==> src/rtl/ccff_pkg.sv <==
// rtl/ccff_pkg.sv - shared state type, default marker and counter width helpers
package ccff_pkg;

  typedef enum logic [1:0] {
    IDLE = 2'd0,
    MARK = 2'd1,
    DATA = 2'd2,
    FIN  = 2'd3
  } state_t;

  localparam logic [7:0] DEFAULT_MARKER = 8'hA5;

  function automatic int sc_width(input int mark_len, input int chain_len);
    return $clog2(mark_len + chain_len + 1);
  endfunction

  function automatic int cnt_width(input int word_w);
    return $clog2(word_w + 1);
  endfunction

endpackage

==> src/rtl/ccff_word_serializer.sv <==
// rtl/ccff_word_serializer.sv - word buffer feeding one configuration bit per take
// Stops requesting once CHAIN_LEN bits are buffered; surplus bits of the last word are dropped.
module ccff_word_serializer
  import ccff_pkg::*;
#(
  parameter int CHAIN_LEN = 24,
  parameter int WORD_W    = 8
) (
  input  logic              i_clk,
  input  logic              i_rst,
  input  logic              i_arm,
  input  logic              i_word_valid,
  input  logic [WORD_W-1:0] i_word_data,
  output logic              o_word_ready,
  output logic              o_bit,
  output logic              o_bit_valid,
  input  logic              i_bit_take
);

  localparam int CNT_W = cnt_width(WORD_W);
  localparam int REM_W = $clog2(CHAIN_LEN + 1);

  logic [WORD_W-1:0] r_buf;
  logic [CNT_W-1:0]  r_cnt;
  logic [REM_W-1:0]  r_unloaded;
  logic              w_load;
  logic [CNT_W-1:0]  w_load_cnt;

  assign o_bit       = r_buf[0];
  assign o_bit_valid = (r_cnt != '0);

  // Refill in the same edge the last buffered bit leaves, so streaming has no bubble.
  assign o_word_ready = (r_unloaded != '0) &&
                        ((r_cnt == '0) || ((r_cnt == CNT_W'(1)) && i_bit_take));
  assign w_load       = o_word_ready && i_word_valid;
  assign w_load_cnt   = (32'(r_unloaded) >= 32'(WORD_W)) ? CNT_W'(WORD_W) : CNT_W'(r_unloaded);

  always_ff @(posedge i_clk) begin
    if (i_rst) begin
      r_buf      <= '0;
      r_cnt      <= '0;
      r_unloaded <= '0;
    end else if (i_arm) begin
      r_cnt      <= '0;
      r_unloaded <= REM_W'(CHAIN_LEN);
    end else if (w_load) begin
      r_buf      <= i_word_data;
      r_cnt      <= w_load_cnt;
      r_unloaded <= r_unloaded - REM_W'(w_load_cnt);
    end else if (i_bit_take) begin
      r_buf <= r_buf >> 1;
      r_cnt <= r_cnt - CNT_W'(1);
    end
  end

endmodule

==> src/rtl/ccff_chain_loader.sv <==
// rtl/ccff_chain_loader.sv - marker-prefixed serial loader for a ccff configuration chain
// Outputs are registered one cycle ahead: the bit on ccff_head shifts at the end of its cycle.
module ccff_chain_loader
  import ccff_pkg::*;
#(
  parameter int                  CHAIN_LEN = 24,
  parameter int                  WORD_W    = 8,
  parameter int                  MARK_LEN  = 8,
  parameter logic [MARK_LEN-1:0] MARKER    = MARK_LEN'(DEFAULT_MARKER)
) (
  input  logic              prog_clk,
  input  logic              pReset,
  input  logic              start,
  input  logic              word_valid,
  input  logic [WORD_W-1:0] word_data,
  output logic              word_ready,
  output logic              ccff_head,
  output logic              ccff_shift_en,
  input  logic              ccff_tail,
  output logic              busy,
  output logic              done,
  output logic              error
);

  localparam int TOTAL = MARK_LEN + CHAIN_LEN;
  localparam int SC_W  = sc_width(MARK_LEN, CHAIN_LEN);

  state_t              r_state;
  logic [SC_W-1:0]     r_sc;
  logic [MARK_LEN-1:0] r_mark_sh;
  logic [MARK_LEN-1:0] r_chk_sh;
  logic                r_head;
  logic                r_en;
  logic                r_busy;
  logic                r_done;
  logic                r_err;

  logic [SC_W-1:0]     w_issued;
  logic                w_data_slot;
  logic                w_take;
  logic                w_arm;
  logic                w_chk;
  logic                w_bit;
  logic                w_bit_valid;

  // Bits already placed on ccff_head, counting the one shifting this cycle.
  assign w_issued    = r_sc + SC_W'(r_en);
  assign w_data_slot = ((r_state == MARK) && (w_issued == SC_W'(MARK_LEN))) ||
                       ((r_state == DATA) && (w_issued <  SC_W'(TOTAL)));
  assign w_take      = w_data_slot && w_bit_valid;
  assign w_arm       = (r_state == IDLE) && start;
  assign w_chk       = r_en && (r_sc >= SC_W'(CHAIN_LEN)) && (r_sc < SC_W'(TOTAL));

  ccff_word_serializer #(
    .CHAIN_LEN (CHAIN_LEN),
    .WORD_W    (WORD_W)
  ) u_ser (
    .i_clk        (prog_clk),
    .i_rst        (pReset),
    .i_arm        (w_arm),
    .i_word_valid (word_valid),
    .i_word_data  (word_data),
    .o_word_ready (word_ready),
    .o_bit        (w_bit),
    .o_bit_valid  (w_bit_valid),
    .i_bit_take   (w_take)
  );

  always_ff @(posedge prog_clk) begin
    if (pReset) begin
      r_state   <= IDLE;
      r_sc      <= '0;
      r_mark_sh <= '0;
      r_chk_sh  <= '0;
      r_head    <= 1'b0;
      r_en      <= 1'b0;
      r_busy    <= 1'b0;
      r_done    <= 1'b0;
      r_err     <= 1'b0;
    end else begin
      if (r_en) r_sc <= r_sc + SC_W'(1);
      // Marker bits reappear on ccff_tail after exactly CHAIN_LEN shifts.
      if (w_chk) begin
        if (ccff_tail != r_chk_sh[0]) r_err <= 1'b1;
        r_chk_sh <= r_chk_sh >> 1;
      end
      case (r_state)
        IDLE: begin
          if (start) begin
            r_state   <= MARK;
            r_busy    <= 1'b1;
            r_err     <= 1'b0;
            r_sc      <= '0;
            r_head    <= MARKER[0];
            r_en      <= 1'b1;
            r_mark_sh <= MARKER >> 1;
            r_chk_sh  <= MARKER;
          end
        end
        MARK: begin
          if (w_issued < SC_W'(MARK_LEN)) begin
            r_head    <= r_mark_sh[0];
            r_mark_sh <= r_mark_sh >> 1;
            r_en      <= 1'b1;
          end else begin
            r_state <= DATA;
            r_en    <= w_take;
            if (w_take) r_head <= w_bit;
          end
        end
        DATA: begin
          if (w_issued == SC_W'(TOTAL)) begin
            r_state <= FIN;
            r_en    <= 1'b0;
            r_done  <= 1'b1;
            r_busy  <= 1'b0;
          end else begin
            r_en <= w_take;
            if (w_take) r_head <= w_bit;
          end
        end
        FIN: begin
          r_done  <= 1'b0;
          r_state <= IDLE;
        end
        default: r_state <= IDLE;
      endcase
    end
  end

  assign ccff_head     = r_head;
  assign ccff_shift_en = r_en;
  assign busy          = r_busy;
  assign done          = r_done;
  assign error         = r_err;

endmodule
==> config.mk <==
export PLATFORM = sky130hd
export DESIGN_NAME = ccff_chain_loader
export DESIGN_NICKNAME = d
export VERILOG_FILES = /design/src/rtl/ccff_pkg.sv /design/src/rtl/ccff_word_serializer.sv /design/src/rtl/ccff_chain_loader.sv
export SDC_FILE = /design/constraint.sdc
export NUM_CORES = 1
export LEC_CHECK = 0
export ABC_AREA = 0
export BUFFER_PORTS_ARGS = -buffer_cell sky130_fd_sc_hd__buf_2
export CAP_MARGIN = 20
export CORE_MARGIN = 4
export CORE_UTILIZATION = 40
export DETAILED_ROUTE_END_ITERATION = 8
export GPL_ROUTABILITY_DRIVEN = 0
export PLACE_DENSITY = 0.56
export SLEW_MARGIN = 15
export SYNTH_ARGS = -nofsm -noshare
export SYNTH_HDL_FRONTEND = slang
export SYNTH_HIERARCHICAL = 1
export SYNTH_SLANG_ARGS = --single-unit
export TNS_END_PERCENT = 30
==> constraint.sdc <==
create_clock -name prog_clk -period 6.7 [get_ports prog_clk]
set_input_delay 0 -clock prog_clk [delete_from_list [all_inputs] [get_ports prog_clk]]
set_output_delay 0 -clock prog_clk [all_outputs]
set_load 0.05 [all_outputs]
* Word level (Yosys, flattened, before mapping)
Index checks and enable logic that the tools add are counted.
** Operators by class
- Equality and inequality tests :: 12
- Order comparisons :: 5
- Bitwise logic cells :: 1
- Add/subtract/negate cells :: 4
- Reduce and logical (&&, ||, !) cells :: 29
- Mux-type cells :: 36
** Operator list (number)
- 8-bit two-way mux :: 7
- 6-bit two-way mux :: 3
- 8-bit case mux with 2 select lines :: 1
- 6-bit less-than comparator, second input constant :: 2
- 1-bit two-way mux :: 12
- 4-bit two-way mux :: 3
- 3-bit AND reduction :: 4
- 5-bit two-way mux :: 2
- 2-bit nonzero test :: 5
- 1-bit logical AND :: 9
- 2-bit case mux with 4 select lines :: 1
- 6-bit by 1-bit adder with 6-bit output :: 1
- 6-bit by 1-bit adder with 6-bit output, second input constant :: 1
- 6-bit by 4-bit == test with 1-bit output, second input constant :: 1
- 6-bit == test, second input constant :: 1
- 6-bit by 5-bit >= comparator with 1-bit output, second input constant :: 1
- 6-bit by 4-bit less-than comparator with 1-bit output, second input constant :: 1
- 2-bit two-way mux :: 3
- 2-bit != test, second input constant :: 3
- 1-bit case mux with 3 select lines :: 2
- 2-bit AND reduction :: 3
- 5-bit by 4-bit >= comparator with 1-bit output, second input constant :: 1
- 5-bit nonzero test :: 1
- 5-bit by 4-bit subtractor with 5-bit output :: 1
- 14 further kinds :: 18
** Word-level totals
- Register bits after elaboration :: 46
- Logic and storage cells :: 100
- Output and inout port bits :: 6
- Bits of input ports :: 13

* Longest topological paths before layout
- Depth in word-level cells :: 11
- Depth in mapped cells :: 12
- Depth with buffers taken out :: 11

* By module
Netlist, hierarchy kept.
** By module, submodules not included
- ccff_chain_loader :: instances 1, cells an instance 175, area each 1460.2 um2, sequential area each 560.5 um2
- ccff_word_serializer :: instances 1, cells an instance 132, area each 978.4 um2, sequential area each 340.3 um2

* Worst setup path before layout
OpenSTA, ideal clock, no wires.
- Path kind :: reg-to-reg
- Start :: reg r_en, in the netlist ccff_shift_en
- End :: reg u_ser.r_unloaded[4]
- Slack :: 3.774 ns
- Required time :: 6.626 ns
- Data arrival time :: 2.852 ns
- Cell stages (with the launch flop) :: 12
- Clock period less this slack :: 2.926 ns
- Setup time :: 0.074 ns
- Path buffers :: 0
- Cells stage by stage :: dfxtp_1 -> ha_1 -> ha_1 -> nor2_1 -> nand4_1 -> o21ai_0 -> nand3_1 -> inv_1 -> a21oi_1 -> a211o_4 -> or4_1 -> a31oi_1
** Between the ends
- Cells in the longest elaborated chain, start to end :: 10
- Elaborated cells between the ends (all ways) :: 12
- Those cells by class :: add/sub (1); order compare (1); eq/ne (1); reduce/logical (9)
** Ends and longest elaborated chain
- start: declaration :: RTL line ccff_chain_loader.sv:33 : logic r_en;
- start signal: assignment :: RTL line ccff_chain_loader.sv:107 : r_en <= w_take;
- start signal: assignment :: RTL line ccff_chain_loader.sv:118 : r_en <= w_take;
- 6-bit by 1-bit adder with 6-bit output (*) :: RTL line ccff_chain_loader.sv:47 : assign w_issued = r_sc + SC_W'(r_en);
- 6-bit less-than comparator / 6-bit by 4-bit == test with 1-bit output (equally long branches) :: RTL line ccff_chain_loader.sv:49, ccff_chain_loader.sv:48
- 1-bit logical AND, on equally long branches :: RTL line ccff_chain_loader.sv:49, ccff_chain_loader.sv:48
- 1-bit logical OR (*) :: RTL line ccff_chain_loader.sv:48 : assign w_data_slot = ((r_state == MARK) && (w_issued == SC_W'(MARK_LEN))) ||
- 1-bit logical AND (*) :: RTL line ccff_chain_loader.sv:50 : assign w_take = w_data_slot && w_bit_valid;
- via w_take :: RTL line ccff_chain_loader.sv:40 : logic w_take;
- 1-bit logical AND (*) :: RTL line ccff_word_serializer.sv:34 : ((r_cnt == '0) || ((r_cnt == CNT_W'(1)) && i_bit_take));
- 1-bit logical OR (*) :: RTL line ccff_word_serializer.sv:34
- 1-bit logical AND (*) :: RTL line ccff_word_serializer.sv:33 : assign o_word_ready = (r_unloaded != '0) &&
- 1-bit logical AND (*) :: RTL line ccff_word_serializer.sv:35 : assign w_load = o_word_ready && i_word_valid;
- 2-bit nonzero test (no line) (*)
- end signal: assignment :: RTL line ccff_word_serializer.sv:45 : r_unloaded <= REM_W'(CHAIN_LEN);
- end signal: assignment :: RTL line ccff_word_serializer.sv:49 : r_unloaded <= r_unloaded - REM_W'(w_load_cnt);
- end: declaration :: RTL line ccff_word_serializer.sv:25 : logic [REM_W-1:0] r_unloaded;
Mark *: on every way through the listed nets, which the timed path passes. The rest lies on a longest branch.
A chain may end at the register's enable or synchronous reset.

* Worst setup path in the final report
- Start :: reg r_en, in the netlist ccff_shift_en
- End :: reg u_ser.r_buf[7]
** Between the ends
- Cells in the longest elaborated chain, start to end :: 11
- Elaborated cells between the ends (all ways) :: 14
- Those cells by class :: add/sub (1); order compare (1); eq/ne (1); mux (1); reduce/logical (10)
** Ends and longest elaborated chain
- 6-bit by 1-bit adder with 6-bit output (*) :: RTL line ccff_chain_loader.sv:47
- 6-bit less-than comparator / 6-bit by 4-bit == test with 1-bit output (equally long branches) :: RTL line ccff_chain_loader.sv:49, ccff_chain_loader.sv:48
- 1-bit logical AND, on equally long branches :: RTL line ccff_chain_loader.sv:49, ccff_chain_loader.sv:48
- 1-bit logical OR (*) :: RTL line ccff_chain_loader.sv:48
- 1-bit logical AND (*) :: RTL line ccff_chain_loader.sv:50
- via w_take :: RTL line ccff_chain_loader.sv:40
- 1-bit logical AND :: RTL line ccff_word_serializer.sv:34
- 1-bit logical OR :: RTL line ccff_word_serializer.sv:34
- 1-bit logical AND :: RTL line ccff_word_serializer.sv:33
- 1-bit logical AND :: RTL line ccff_word_serializer.sv:35
- 2-bit nonzero test (no line)
- 2-bit AND reduction (no line)
- end signal: assignment :: RTL line ccff_word_serializer.sv:47 : r_buf <= i_word_data;
- end signal: assignment :: RTL line ccff_word_serializer.sv:51 : r_buf <= r_buf >> 1;
- end: declaration :: RTL line ccff_word_serializer.sv:23 : logic [WORD_W-1:0] r_buf;
Marked as above.

==> impl_metrics.toml <==
[outcome]
status = "finished, final reports clean"

[timing]
worst_slew_pin_slew_ns = 0.946
fin_worst_skew_ns = 0.00733
fin_tns_setup_ns = 0
min_period_ns = 3.73
setup_viol = 0
hold_viol = 0
finalMaxSlewViolations = 0
rsz0062_at_grt = "false"
fin_ws_ns = 2.97
maxSlewHeadroom = 0.368
min_period_over_period = 0.557
fmax_ghz = 0.268

[die]
die_w_um = 86.1
die_area_um2 = 7410
die_h_um = 86.1
initial_core_util = 0.412
coreArea_um2 = 5920
fp-row-count = 28
pin_count = 19

[finish]
drive_gt1_frac = 0.117
diodes = 0
final_nets = 348
fillers = 610
multiInputGateArea_um2 = 1380
seq_area_um2 = 901
area_growth_pct = 11.6
utilization = 0.460

[yosys]
synth_edf_count = 0
synthFlopType = "dfxtp_1"
ys_seq_area_frac = 0.369
muxShareOfSynthArea = 0.00821
synthAdderAreaFrac = 0.0616
async_flop_share = 0
syn_inst = 307
yosysWarnings = 6
syn-mean-instance-area_um2 = 7.94
syn-cell-area_um2 = 2440
synth_nets = 332
yosys.cell_types.count = 57
synthXorXnorAreaFrac = 0.0323
yosys.area_share.simple = 0.247
synth-seq-cells = 45
synth_compound_gate_area_share = 0.215
synth_top_family_by_area = "simple AND/OR/NAND/NOR gates"

[worst_hold_path]
hold_depth = 4
hold_class = "input port to flop"
worstHoldStart = "ccff_tail"
hold_end = "error"

[clock_network]
cts_setup_buffers = 0
cts_tree = "yes"
htreeDepth = 2
numCtsBuffers = 5
clkLatencyLatePin_ns = 0.29
post_cts_resized = 0
cts_sinks = 45
clock_path_buffers = 2
path_clk_slew_ns = 0.09
cts_root_buf = "clkbuf_8"
hold_buffers = 8

[worst_setup_path]
path_buf_inv = 1
end_kind = "flop"
ff2ff_path_depth = 11
critPathSlowestCell = "a211oi_2"
path_class = "flop to flop"
cpPeakStageDelay_ns = 0.83
critPathTopFamily = "compound AO/OA/AOI/OAI gates"
r2r_slack_ns = 2.97
path_cells = "ha_1, ha_1, nor2_1, nand4_1, o21ai_0, nand3_1, inv_1, a21oi_1, a211oi_2, o21ai_0, a32o_1"
critPathMaxFanout = 21
arrival_ns = 3.93
r2r_end = "u_ser/r_buf[7]"
rr_startpoint = "ccff_shift_en"
start_kind = "flop"
cp.required_ns = 6.90

[global_routing]
use_met3 = 0.0365
track_usage = 0.140
grt_max_degree = 32
busiest_layer = "met2"
overflow = 0
grt_pass1_vias = 1923
met1_usage = 0.176
antenna_found_initial = 0
grt_util_met2 = 0.238
grt_pass1_wl_um = 8600

[pwr]
swShare = 0.419
clock_power_share = 0.186
p_int_w = 0.000553
p_leak_nw = 1.00
power_w = 0.000951
power_frac_seq = 0.389
p_per_area_nw_per_um2 = 349
p_sw_w = 0.000398
p_comb_frac = 0.425
irDropWorstVdd_mv = 0.150

[drt]
postRouteAntennaNets = 0
drc = 0
drtPass1Iterations = 4
finalWirelength_um = 4900
drt-initial-drc-count = 65
vias = 2100
avgRoutedWirePerCell_um = 12.3
drt-vias-per-instance = 5.26

[placement]
pre_cts_ws_ns = 3.02
io_buffers = 18
place_hpwl_um = 3400

[flow_run]
maxCapViolations = 0
[tightest hold or removal path: cells and delay by family]
family | cells | cell delay, ns
AOI/OAI and AO/OA | 1 | 0.13
xor gates and xnor gates | 1 | 0.05
buffers and inverters | 1 | 0.08
and+or+nand+nor | 1 | 0.04
[power groups by stage]
stage / Combinational [W] / Clock, W / Sequential [W]
after global routing: 0.000458 / 0.000191 / 0.000379
after CTS: 0.000408 / 0.000184 / 0.000370
after global placement: 0.000403 / 0 / 0.000376
after floorplan: 0.000311 / 0 / 0.000388
after detailed placement: 0.000403 / 0 / 0.000376
final: 0.000404 / 0.000177 / 0.000370
[sequential cells by signal (all words and copies together), names as in the netlist]
| name | count |
|---|---|
| r_mark_sh | 7 |
| r_chk_sh | 8 |
| error | 1 |
| u_ser/r_buf | 8 |
| ccff_shift_en | 1 |
| r_sc | 6 |
| r_state | 2 |
| ccff_head | 1 |
| u_ser/r_unloaded | 5 |
| u_ser/r_cnt | 4 |
| done | 1 |
| busy | 1 |
[cell usage after synthesis, drive strengths merged (2+ instances only)]
cell,number,share of area
and3,3,0.010
nand2b,4,0.010
dfxtp,45,0.37
nor3,5,0.010
nand4,3,0.0077
o21ai,8,0.016
mux2i,2,0.0082
or3b,2,0.0082
a21oi,21,0.045
nor4b,3,0.011
a31oi,15,0.038
o22ai,8,0.021
a21boi,5,0.022
nand2,50,0.077
xnor2,2,0.0072
o211ai,3,0.0092
or4,2,0.0077
a211oi,4,0.016
or3,2,0.0051
nor2,24,0.037
nand3,16,0.033
nand3b,3,0.0092
inv,20,0.031
clkbuf,11,0.017
nor2b,3,0.0077
ha,12,0.062
buf,6,0.014
xor2,7,0.025
a311oi,3,0.011
[worst max path at each step]
| stage | slack (ns) | to | startpoint | depth (start not counted) |
|---|---|---|---|---|
| 2_1_floorplan | 3.77 | u_ser/r_unloaded[4] | ccff_shift_en | 11 |
| 3_3_place_gp | 3.11 | u_ser/r_buf[7] | ccff_shift_en | 11 |
| 3_5_place_dp | 3.02 | u_ser/r_buf[7] | ccff_shift_en | 11 |
| 4_1_cts | 3.00 | u_ser/r_buf[7] | ccff_shift_en | 11 |
| 5_1_grt | 2.62 | u_ser/r_buf[7] | ccff_shift_en | 11 |
| 6_report | 2.97 | u_ser/r_buf[7] | ccff_shift_en | 11 |
[cell usage in the layout, fill, tap and decap left out, types with 2 or more instances in the layout]
cell           count
xnor2_1            2
o211ai_1           3
a21boi_0           2
inv_1             20
nor4b_1            3
dlygate4sd3_1      8
a211oi_2           2
nand3b_1           3
a311oi_1           3
nor2b_1            3
mux2i_1            2
ha_1              12
a21oi_1           20
nand2_1           50
or3_1              2
nor3_1             5
dfxtp_1           45
nand4_1            3
o21ai_0            7
nand2b_1           4
xor2_1             7
nor2_1            24
a211oi_1           2
buf_2             18
o22ai_1            8
a31oi_1           15
clkbuf_8           6
nand3_1           16
[logic make-up (layout without fill, tap and decap cells)]
kind of cell / Yosys count / count (layout)
AND/OR/NAND/NOR: 124 / 124
AO/OA/AOI/OAI: 76 / 76
flip-flops: 45 / 45
buffers and inverters: 38 / 55
adder cells (fa/ha/maj): 12 / 12
XOR/XNOR: 9 / 9
multiplexers: 2 / 2
other: 1 / 1
[layout make-up]
class                           count  area share
Clock buffer                        6      0.0303
Timing Repair Buffer               26      0.0625
Multi-Input combinational cell    224       0.508
Sequential cell                    45       0.331
Tap cell                           75      0.0345
Clock inverter                      2     0.00506
Inverter                           21      0.0290
[per-stage QoR]
stage	area, um^2	hold slack, ns	std cells
global placement	2540	0.247	383
CTS	2720	0.0468	399
global route	2720	0.0898	399
detailed placement	2540	0.248	383
finish	2720	0.0514	399
floorplan	2440	0.154	307
[metal layers]
metal | vias to the layer above | part of all wire | wire length [um]
li1 | 1105 | - | -
met1 | 971 | 0.49 | 2420
met2 | 20 | 0.47 | 2300
met3 | 4 | 0.027 | 132
met4 | 0 | 0.0084 | 41
met5 | - | 0 | 0
Note: power is estimated with default switching activity, not from simulation.
